**src/rtl/addsub_pkg.sv**
```systemverilog
// Shared constants and helpers for the pipelined add/subtract unit.
// Optional saturation is enabled with the ADDSUB_SAT_EN macro.
package addsub_pkg;

  localparam logic OP_ADD = 1'b0;
  localparam logic OP_SUB = 1'b1;

  localparam int FLAG_C = 0;
  localparam int FLAG_V = 1;
  localparam int FLAG_N = 2;
  localparam int FLAG_Z = 3;

  localparam int SAT_MAX_W = 256;

  // Signed min (sign = 1) or signed max (sign = 0) for a 'width'-bit value,
  // returned zero-extended; the caller keeps the low 'width' bits.
  function automatic logic [SAT_MAX_W-1:0] sat_value(input logic sign, input int unsigned width);
    logic [SAT_MAX_W-1:0] msb;
    msb = '0;
    msb[width-1] = 1'b1;
    return sign ? msb : (msb - SAT_MAX_W'(1));
  endfunction

endpackage

```
**src/rtl/addsub_pipe_if.sv**
```systemverilog
// Operand/result handshake bundle for addsub_pipe.
// The sat signal exists only when ADDSUB_SAT_EN is defined.
interface addsub_pipe_if #(
  parameter int WIDTH = 32
);
  logic             in_valid;
  logic             in_ready;
  logic             op_sub;
  logic             c_in;
  logic [WIDTH-1:0] a;
  logic [WIDTH-1:0] b;
`ifdef ADDSUB_SAT_EN
  logic             sat;
`endif
  logic             out_valid;
  logic             out_ready;
  logic [WIDTH-1:0] result;
  logic             c_out;
  logic             v;
  logic             n;
  logic             z;

  modport slave (
    input  in_valid, op_sub, c_in, a, b, out_ready,
`ifdef ADDSUB_SAT_EN
    input  sat,
`endif
    output in_ready, out_valid, result, c_out, v, n, z
  );

  modport master (
    output in_valid, op_sub, c_in, a, b, out_ready,
`ifdef ADDSUB_SAT_EN
    output sat,
`endif
    input  in_ready, out_valid, result, c_out, v, n, z
  );

endinterface

```
**src/rtl/addsub_slice.sv**
```systemverilog
// Registered SW-bit adder slice with hold enable; also registers the carry
// into its MSB so the topmost slice can produce the overflow flag.
module addsub_slice #(
  parameter int SW = 8
) (
  input  logic          clk,
  input  logic          rst,
  input  logic          en,
  input  logic [SW-1:0] a,
  input  logic [SW-1:0] b,
  input  logic          cin,
  output logic [SW-1:0] sum_q,
  output logic          cout_q,
  output logic          cmsb_q
);

  logic [SW:0]   full_d;
  logic [SW-1:0] sum_d;
  logic          cout_d;
  logic          cmsb_d;

  always_comb begin
    full_d = {1'b0, a} + {1'b0, b} + {{SW{1'b0}}, cin};
    sum_d  = full_d[SW-1:0];
    cout_d = full_d[SW];
    // Carry into the MSB is recovered from the MSB sum bit and its operands.
    cmsb_d = a[SW-1] ^ b[SW-1] ^ sum_d[SW-1];
  end

  always_ff @(posedge clk) begin
    if (rst) begin
      sum_q  <= '0;
      cout_q <= 1'b0;
      cmsb_q <= 1'b0;
    end else if (en) begin
      sum_q  <= sum_d;
      cout_q <= cout_d;
      cmsb_q <= cmsb_d;
    end
  end

endmodule

```
**src/rtl/addsub_pipe.sv**
```systemverilog
// Pipelined add/subtract unit: the carry chain is cut into STAGES registered
// slices behind a global-stall valid/ready pipeline. ADDSUB_SAT_EN adds clamping.
module addsub_pipe
  import addsub_pkg::*;
#(
  parameter int WIDTH  = 32,
  parameter int STAGES = 4
) (
  input logic         clk,
  input logic         reset,
  addsub_pipe_if.slave bus
);

  localparam int SW = WIDTH / STAGES;

  logic             advance;
  logic             out_valid;
  logic [WIDTH-1:0] bx_in;
  logic             cin_in;
  logic [WIDTH-1:0] raw_res;
  logic [WIDTH-1:0] res;
  logic             v_raw;
  logic [3:0]       flags;

  always_comb begin
    bx_in  = (bus.op_sub == OP_SUB) ? ~bus.b : bus.b;
    cin_in = (bus.op_sub == OP_SUB) ? ~bus.c_in : bus.c_in;
  end

  // Stage k register x_q: finished result bits of slices 0..k-1 (low),
  // then pending A bits and pending B' bits above slice k.
  for (genvar k = 0; k < STAGES; k++) begin : g_st
    localparam int RW = k * SW;
    localparam int PW = (STAGES - 1 - k) * SW;
    localparam int XW = (RW + 2 * PW > 0) ? (RW + 2 * PW) : 1;

    logic          vld_in;
    logic          vld_d;
    logic          vld_q;
    logic          en;
    logic [SW-1:0] sa;
    logic [SW-1:0] sb;
    logic          sc;
    logic [SW-1:0] sum_q;
    logic          cout_q;
    logic          cmsb_q;
    logic [XW-1:0] x_d;
    logic [XW-1:0] x_q;
`ifdef ADDSUB_SAT_EN
    logic          sat_d;
    logic          sat_q;
`endif

    if (k == 0) begin : g_head
      always_comb begin
        vld_in = bus.in_valid;
        sa     = bus.a[SW-1:0];
        sb     = bx_in[SW-1:0];
        sc     = cin_in;
`ifdef ADDSUB_SAT_EN
        sat_d  = bus.sat;
`endif
        x_d = '0;
        for (int i = 0; i < PW; i++) begin
          x_d[i]      = bus.a[SW+i];
          x_d[PW+i]   = bx_in[SW+i];
        end
      end
    end else begin : g_body
      localparam int PRW = (k - 1) * SW;
      localparam int PPW = (STAGES - k) * SW;
      always_comb begin
        vld_in = g_st[k-1].vld_q;
        sa     = g_st[k-1].x_q[PRW +: SW];
        sb     = g_st[k-1].x_q[PRW+PPW +: SW];
        sc     = g_st[k-1].cout_q;
`ifdef ADDSUB_SAT_EN
        sat_d  = g_st[k-1].sat_q;
`endif
        x_d = '0;
        for (int i = 0; i < PRW; i++) x_d[i] = g_st[k-1].x_q[i];
        for (int i = 0; i < SW; i++) x_d[PRW+i] = g_st[k-1].sum_q[i];
        for (int i = 0; i < PW; i++) begin
          x_d[RW+i]    = g_st[k-1].x_q[PRW+SW+i];
          x_d[RW+PW+i] = g_st[k-1].x_q[PRW+PPW+SW+i];
        end
      end
    end

    always_comb begin
      en    = advance & vld_in;
      vld_d = advance ? vld_in : vld_q;
    end

    always_ff @(posedge clk) begin
      if (reset) vld_q <= 1'b0;
      else       vld_q <= vld_d;
    end

    // Only the last stage feeds the outputs, so only it needs a data reset.
    always_ff @(posedge clk) begin
      if (reset && (k == STAGES - 1)) x_q <= '0;
      else if (en)                    x_q <= x_d;
    end

`ifdef ADDSUB_SAT_EN
    always_ff @(posedge clk) begin
      if (reset && (k == STAGES - 1)) sat_q <= 1'b0;
      else if (en)                    sat_q <= sat_d;
    end
`endif

    addsub_slice #(.SW(SW)) u_slice (
      .clk    (clk),
      .rst    ((k == STAGES - 1) && reset),
      .en     (en),
      .a      (sa),
      .b      (sb),
      .cin    (sc),
      .sum_q  (sum_q),
      .cout_q (cout_q),
      .cmsb_q (cmsb_q)
    );
  end

  if (STAGES == 1) begin : g_res_one
    always_comb raw_res = g_st[0].sum_q;
  end else begin : g_res_many
    always_comb raw_res = {g_st[STAGES-1].sum_q, g_st[STAGES-1].x_q};
  end

  always_comb begin
    out_valid = g_st[STAGES-1].vld_q;
    advance   = ~out_valid | bus.out_ready;
    v_raw     = g_st[STAGES-1].cout_q ^ g_st[STAGES-1].cmsb_q;
  end

`ifdef ADDSUB_SAT_EN
  logic [SAT_MAX_W-1:0] sat_full;
  // On overflow the true sign is the opposite of the wrapped MSB.
  always_comb begin
    sat_full = sat_value(~raw_res[WIDTH-1], WIDTH);
    res      = (g_st[STAGES-1].sat_q & v_raw) ? sat_full[WIDTH-1:0] : raw_res;
  end
`else
  always_comb res = raw_res;
`endif

  always_comb begin
    flags         = '0;
    flags[FLAG_C] = g_st[STAGES-1].cout_q;
    flags[FLAG_V] = v_raw;
    flags[FLAG_N] = res[WIDTH-1];
    flags[FLAG_Z] = (res == '0);
  end

  assign bus.in_ready  = advance;
  assign bus.out_valid = out_valid;
  assign bus.result    = res;
  assign bus.c_out     = flags[FLAG_C];
  assign bus.v         = flags[FLAG_V];
  assign bus.n         = flags[FLAG_N];
  assign bus.z         = flags[FLAG_Z];

endmodule

```
**src/flat_wrapper.sv**
```systemverilog
// flat-port wrapper written by rule: the top's interface ports become plain ports
module addsub_pipe_flat import addsub_pkg::*;
#(
  parameter int WIDTH  = 32,
  parameter int STAGES = 4
)
  (clk, reset, bus_in_valid, bus_op_sub, bus_c_in, bus_a, bus_b, bus_out_ready, bus_in_ready, bus_out_valid, bus_result, bus_c_out, bus_v, bus_n, bus_z);
  addsub_pipe_if #(.WIDTH(WIDTH)) bus_i ();
  input logic clk;
  input logic reset;
  input wire logic [$bits(bus_i.in_valid)-1:0] bus_in_valid;
  input wire logic [$bits(bus_i.op_sub)-1:0] bus_op_sub;
  input wire logic [$bits(bus_i.c_in)-1:0] bus_c_in;
  input wire logic [$bits(bus_i.a)-1:0] bus_a;
  input wire logic [$bits(bus_i.b)-1:0] bus_b;
  input wire logic [$bits(bus_i.out_ready)-1:0] bus_out_ready;
  output wire logic [$bits(bus_i.in_ready)-1:0] bus_in_ready;
  output wire logic [$bits(bus_i.out_valid)-1:0] bus_out_valid;
  output wire logic [$bits(bus_i.result)-1:0] bus_result;
  output wire logic [$bits(bus_i.c_out)-1:0] bus_c_out;
  output wire logic [$bits(bus_i.v)-1:0] bus_v;
  output wire logic [$bits(bus_i.n)-1:0] bus_n;
  output wire logic [$bits(bus_i.z)-1:0] bus_z;
  assign bus_i.in_valid = bus_in_valid;
  assign bus_i.op_sub = bus_op_sub;
  assign bus_i.c_in = bus_c_in;
  assign bus_i.a = bus_a;
  assign bus_i.b = bus_b;
  assign bus_i.out_ready = bus_out_ready;
  assign bus_in_ready = bus_i.in_ready;
  assign bus_out_valid = bus_i.out_valid;
  assign bus_result = bus_i.result;
  assign bus_c_out = bus_i.c_out;
  assign bus_v = bus_i.v;
  assign bus_n = bus_i.n;
  assign bus_z = bus_i.z;
  addsub_pipe #(.WIDTH(WIDTH), .STAGES(STAGES)) u_core (.clk(clk), .reset(reset), .bus(bus_i));
endmodule
```
**config.mk**
```make
export PLATFORM = sky130hd
export DESIGN_NAME = addsub_pipe_flat
export DESIGN_NICKNAME = d
export VERILOG_FILES = /design/src/rtl/addsub_pkg.sv /design/src/rtl/addsub_pipe_if.sv /design/src/rtl/addsub_slice.sv /design/src/rtl/addsub_pipe.sv /design/src/flat_wrapper.sv
export SDC_FILE = /design/constraint.sdc
export NUM_CORES = 1
export LEC_CHECK = 0
export ABC_CLOCK_PERIOD_IN_PS = 6500
export CORE_MARGIN = 1.5
export CORE_UTILIZATION = 50
export DETAILED_ROUTE_END_ITERATION = 6
export PLACE_DENSITY = 0.77
export SETUP_SLACK_MARGIN = 0.4
export SYNTH_ARGS = -nofsm -noshare
export SYNTH_HDL_FRONTEND = slang
export SYNTH_SLANG_ARGS = --single-unit
```
**constraint.sdc**
```tcl
create_clock -name clk -period 6.5 [get_ports clk]
set_clock_uncertainty 0.15 [all_clocks]
set_input_delay 0.65 -clock clk [delete_from_list [all_inputs] [get_ports clk]]
set_output_delay 0.65 -clock clk [all_outputs]
set_load 0.005 [all_outputs]
```
==> impl_metrics.toml <==
[setup_path]
critical_path.cell_chain = "buf_2 > buf_4 > xor2_1 > fa_1 > fa_1 > a21o_1 > a21oi_2 > o211ai_1 > a21o_1 > a21o_1"
required_ps = 6520
worst-path-max-fanout = 17
worst_setup_path_start_kind = "primary input"
crit_type = "in2reg"
critPathMaxStageDelay_ps = 450
path_common_cell = "a21o_1"
crit_slowest_cell = "fa_1"
end_kind = "register"
worstRegToRegCells = 7
worstPathArrival_ps = 3440

[route]
routed_via_density = 5.22
vias = 4317
drt_wl_total_um = 12700
postRouteAntennaNets = 0
dr.pass1.iters = 4
drc = 0
drt_iter0_drc = 198
wl_per_cell_um = 15.3

[status]
status = "complete, no violations"

[timing]
setup_viol = 0
slew_viol_final = 0
fin_tns_setup_ps = 0
relSlewSlack_pct = 11.2
rsz0062_at_grt = "no"
tightest_slew_ps = 1330
min_period_ps = 3420
max_freq_mhz = 292
report.final.hold_viol_count = 0
finalCritPeriodShare_pct = 52.7

[grt]
grt_pass1_wl_um = 20500
grt-ovfl-total = 0
antenna_found_initial = 0
grt_max_degree = 59
grt_use_total_pct = 17.1
grt_pass1_vias = 4369

[clock_tree]
hold_buffers = 0
htreeDepth = 4
cts_setup_buffers = 0
cts_tree = "built"
cts_buffers = 17
cts_resized = 0
cts_max_path_buffers = 2
insertion_delay_ps = 410
cts-root-buf = "clkbuf_16"
clk_pin_slew_ps = 60
cts_sinks = 185

[finish]
fin_nets = 736
final_cell_mix = "edfxtp_1, clkdlybuf4s50_1, nand2_1, xor2_1, a21oi_1"
stdcell_count = 827
layout_commonest_cell = "edfxtp_1"
area_growth_pct = 24.3
drive_above_1_share_pct = 7.78
antenna_cells = 0

[flow_run]
maxCapViolations = 0

[floorplanning]
die-area_mm2 = 0.0156
die_w_um = 125
core_mm2 = 0.0145
boundaryPins = 108
placementRows = 44
dieHeight_um = 125
initial_core_util_pct = 51.1

[synth]
synth_seq_cells = 185
yosys.area.top_type_share_pct = 59.4
synth_area_leaders = "edfxtp_1, dfxtp_1, xor2_1"
synth-seq-area-share_pct = 69.7
synth_edf_count = 147
synth_cell_types = 45
ys.flop_type = "edfxtp_1"
async_flop_share_pct = 0
synthCells = 518
synth.avg_cell_area_um2 = 14.3
yosysTopAreaCell = "edfxtp_1"
synth_nets = 624
yosys_warnings = 0
syn_area_mm2 = 0.00743

[place]
dpl.hpwl_um = 8630
gp_congestion = 0.837
dp_cells = 795
io_buffers = 107

[power]
p_per_area_mw_per_mm2 = 287
p_leak_uw = 0.00330
vdd_drop_max_mv = 0.181

[min_path]
hold_path_class = "reg2reg"
hold_depth = 0
[stage by stage]
step	hold WS, ps	setup slack [ps]	instance area, um2	power (uW)	util, %
2_1_floorplan	250	3180	7430	1560	-
4_1_cts	266	3090	9230	2670	63.5
6_report	265	3080	9230	2650	63.5
3_3_place_gp	251	2780	8640	1650	59.4
5_1_grt	270	3000	9230	2750	63.5
3_5_place_dp	255	2650	8640	1660	59.4
[state kept, by name (all words and copies together) (netlist names)]
| signal | count |
|---|---|
| u_core.g_st.x_q | 144 |
| u_core.g_st.u_slice.cmsb_q | 1 |
| u_core.g_st.u_slice.cout_q | 4 |
| u_core.g_st.vld_q | 3 |
| u_core.g_st.u_slice.sum_q | 32 |
| u_core.bus.out_valid | 1 |
[path summary, 6_finish.rpt]
check	from	end	slack, ps
worst max register to register	u_core.g_st[1].x_q[8]$_DFFE_PP_	u_core.g_st[2].u_slice.cout_q$_DFFE_PP_	3870
worst min register to register	u_core.g_st[1].x_q[4]$_DFFE_PP_	u_core.g_st[2].x_q[4]$_DFFE_PP_	260
worst max-delay path	bus_op_sub	u_core.g_st[0].u_slice.cout_q$_DFFE_PP_	3080
worst min-delay path	u_core.g_st[1].x_q[4]$_DFFE_PP_	u_core.g_st[2].x_q[4]$_DFFE_PP_	260
[power breakdown]
part	leakage (uW)	internal (uW)	switching [uW]	total, uW
clock	0.000283	598	411	1010
combinational	0.00132	122	125	247
sequential	0.00170	1370	21.6	1390
total	0.00330	2090	557	2650
[per-layer routing]
metal | wire (um) | GRT usage, % | vias to the layer above
li1 | - | - | 2105
met1 | 5030 | 18.7 | 2093
met2 | 6860 | 30.9 | 104
met3 | 615 | 4.55 | 15
met4 | 163 | 7.75 | 0
met5 | 0 | 0 | -
[cell usage after synthesis (4+ instances only)]
cell type / instances
edfxtp_1: 147
nand2_1: 66
xor2_1: 42
a21oi_1: 41
dfxtp_1: 38
ha_1: 28
nor2_1: 26
inv_1: 12
xnor2_1: 11
nor3_1: 9
nor4_1: 9
fa_1: 8
a21o_1: 6
nand3_1: 6
a211oi_1: 5
buf_2: 5
buf_4: 5
clkbuf_1: 4
nand4_1: 4
[cells by family after synthesis]
kind of cell / share of synthesized area, %
AOI/OAI and AO/OA: 6.40
xor gates and xnor gates: 6.25
adders and majority gates: 6.87
buffers and inverters: 2.16
DFF: 69.7
muxes: 0.135
and+or+nand+nor: 8.51
[cell type report]
type	instances	area, um2
inverters	13	48.8
multi-input cells	303	2100
clock buffers	22	474
clock inverters	10	119
repair buffers	110	1090
flip-flops and latches	185	5170
fillers	1097	5300
well taps	184	230
[critical path, delay by kind of cell]
kind                       cells  cell delay [ps]
AOI/OAI and AO/OA              5              940
adders and majority gates      2              860
buffers and inverters          2              820
xor gates and xnor gates       1              160
Power figures use the tool's default switching activity.
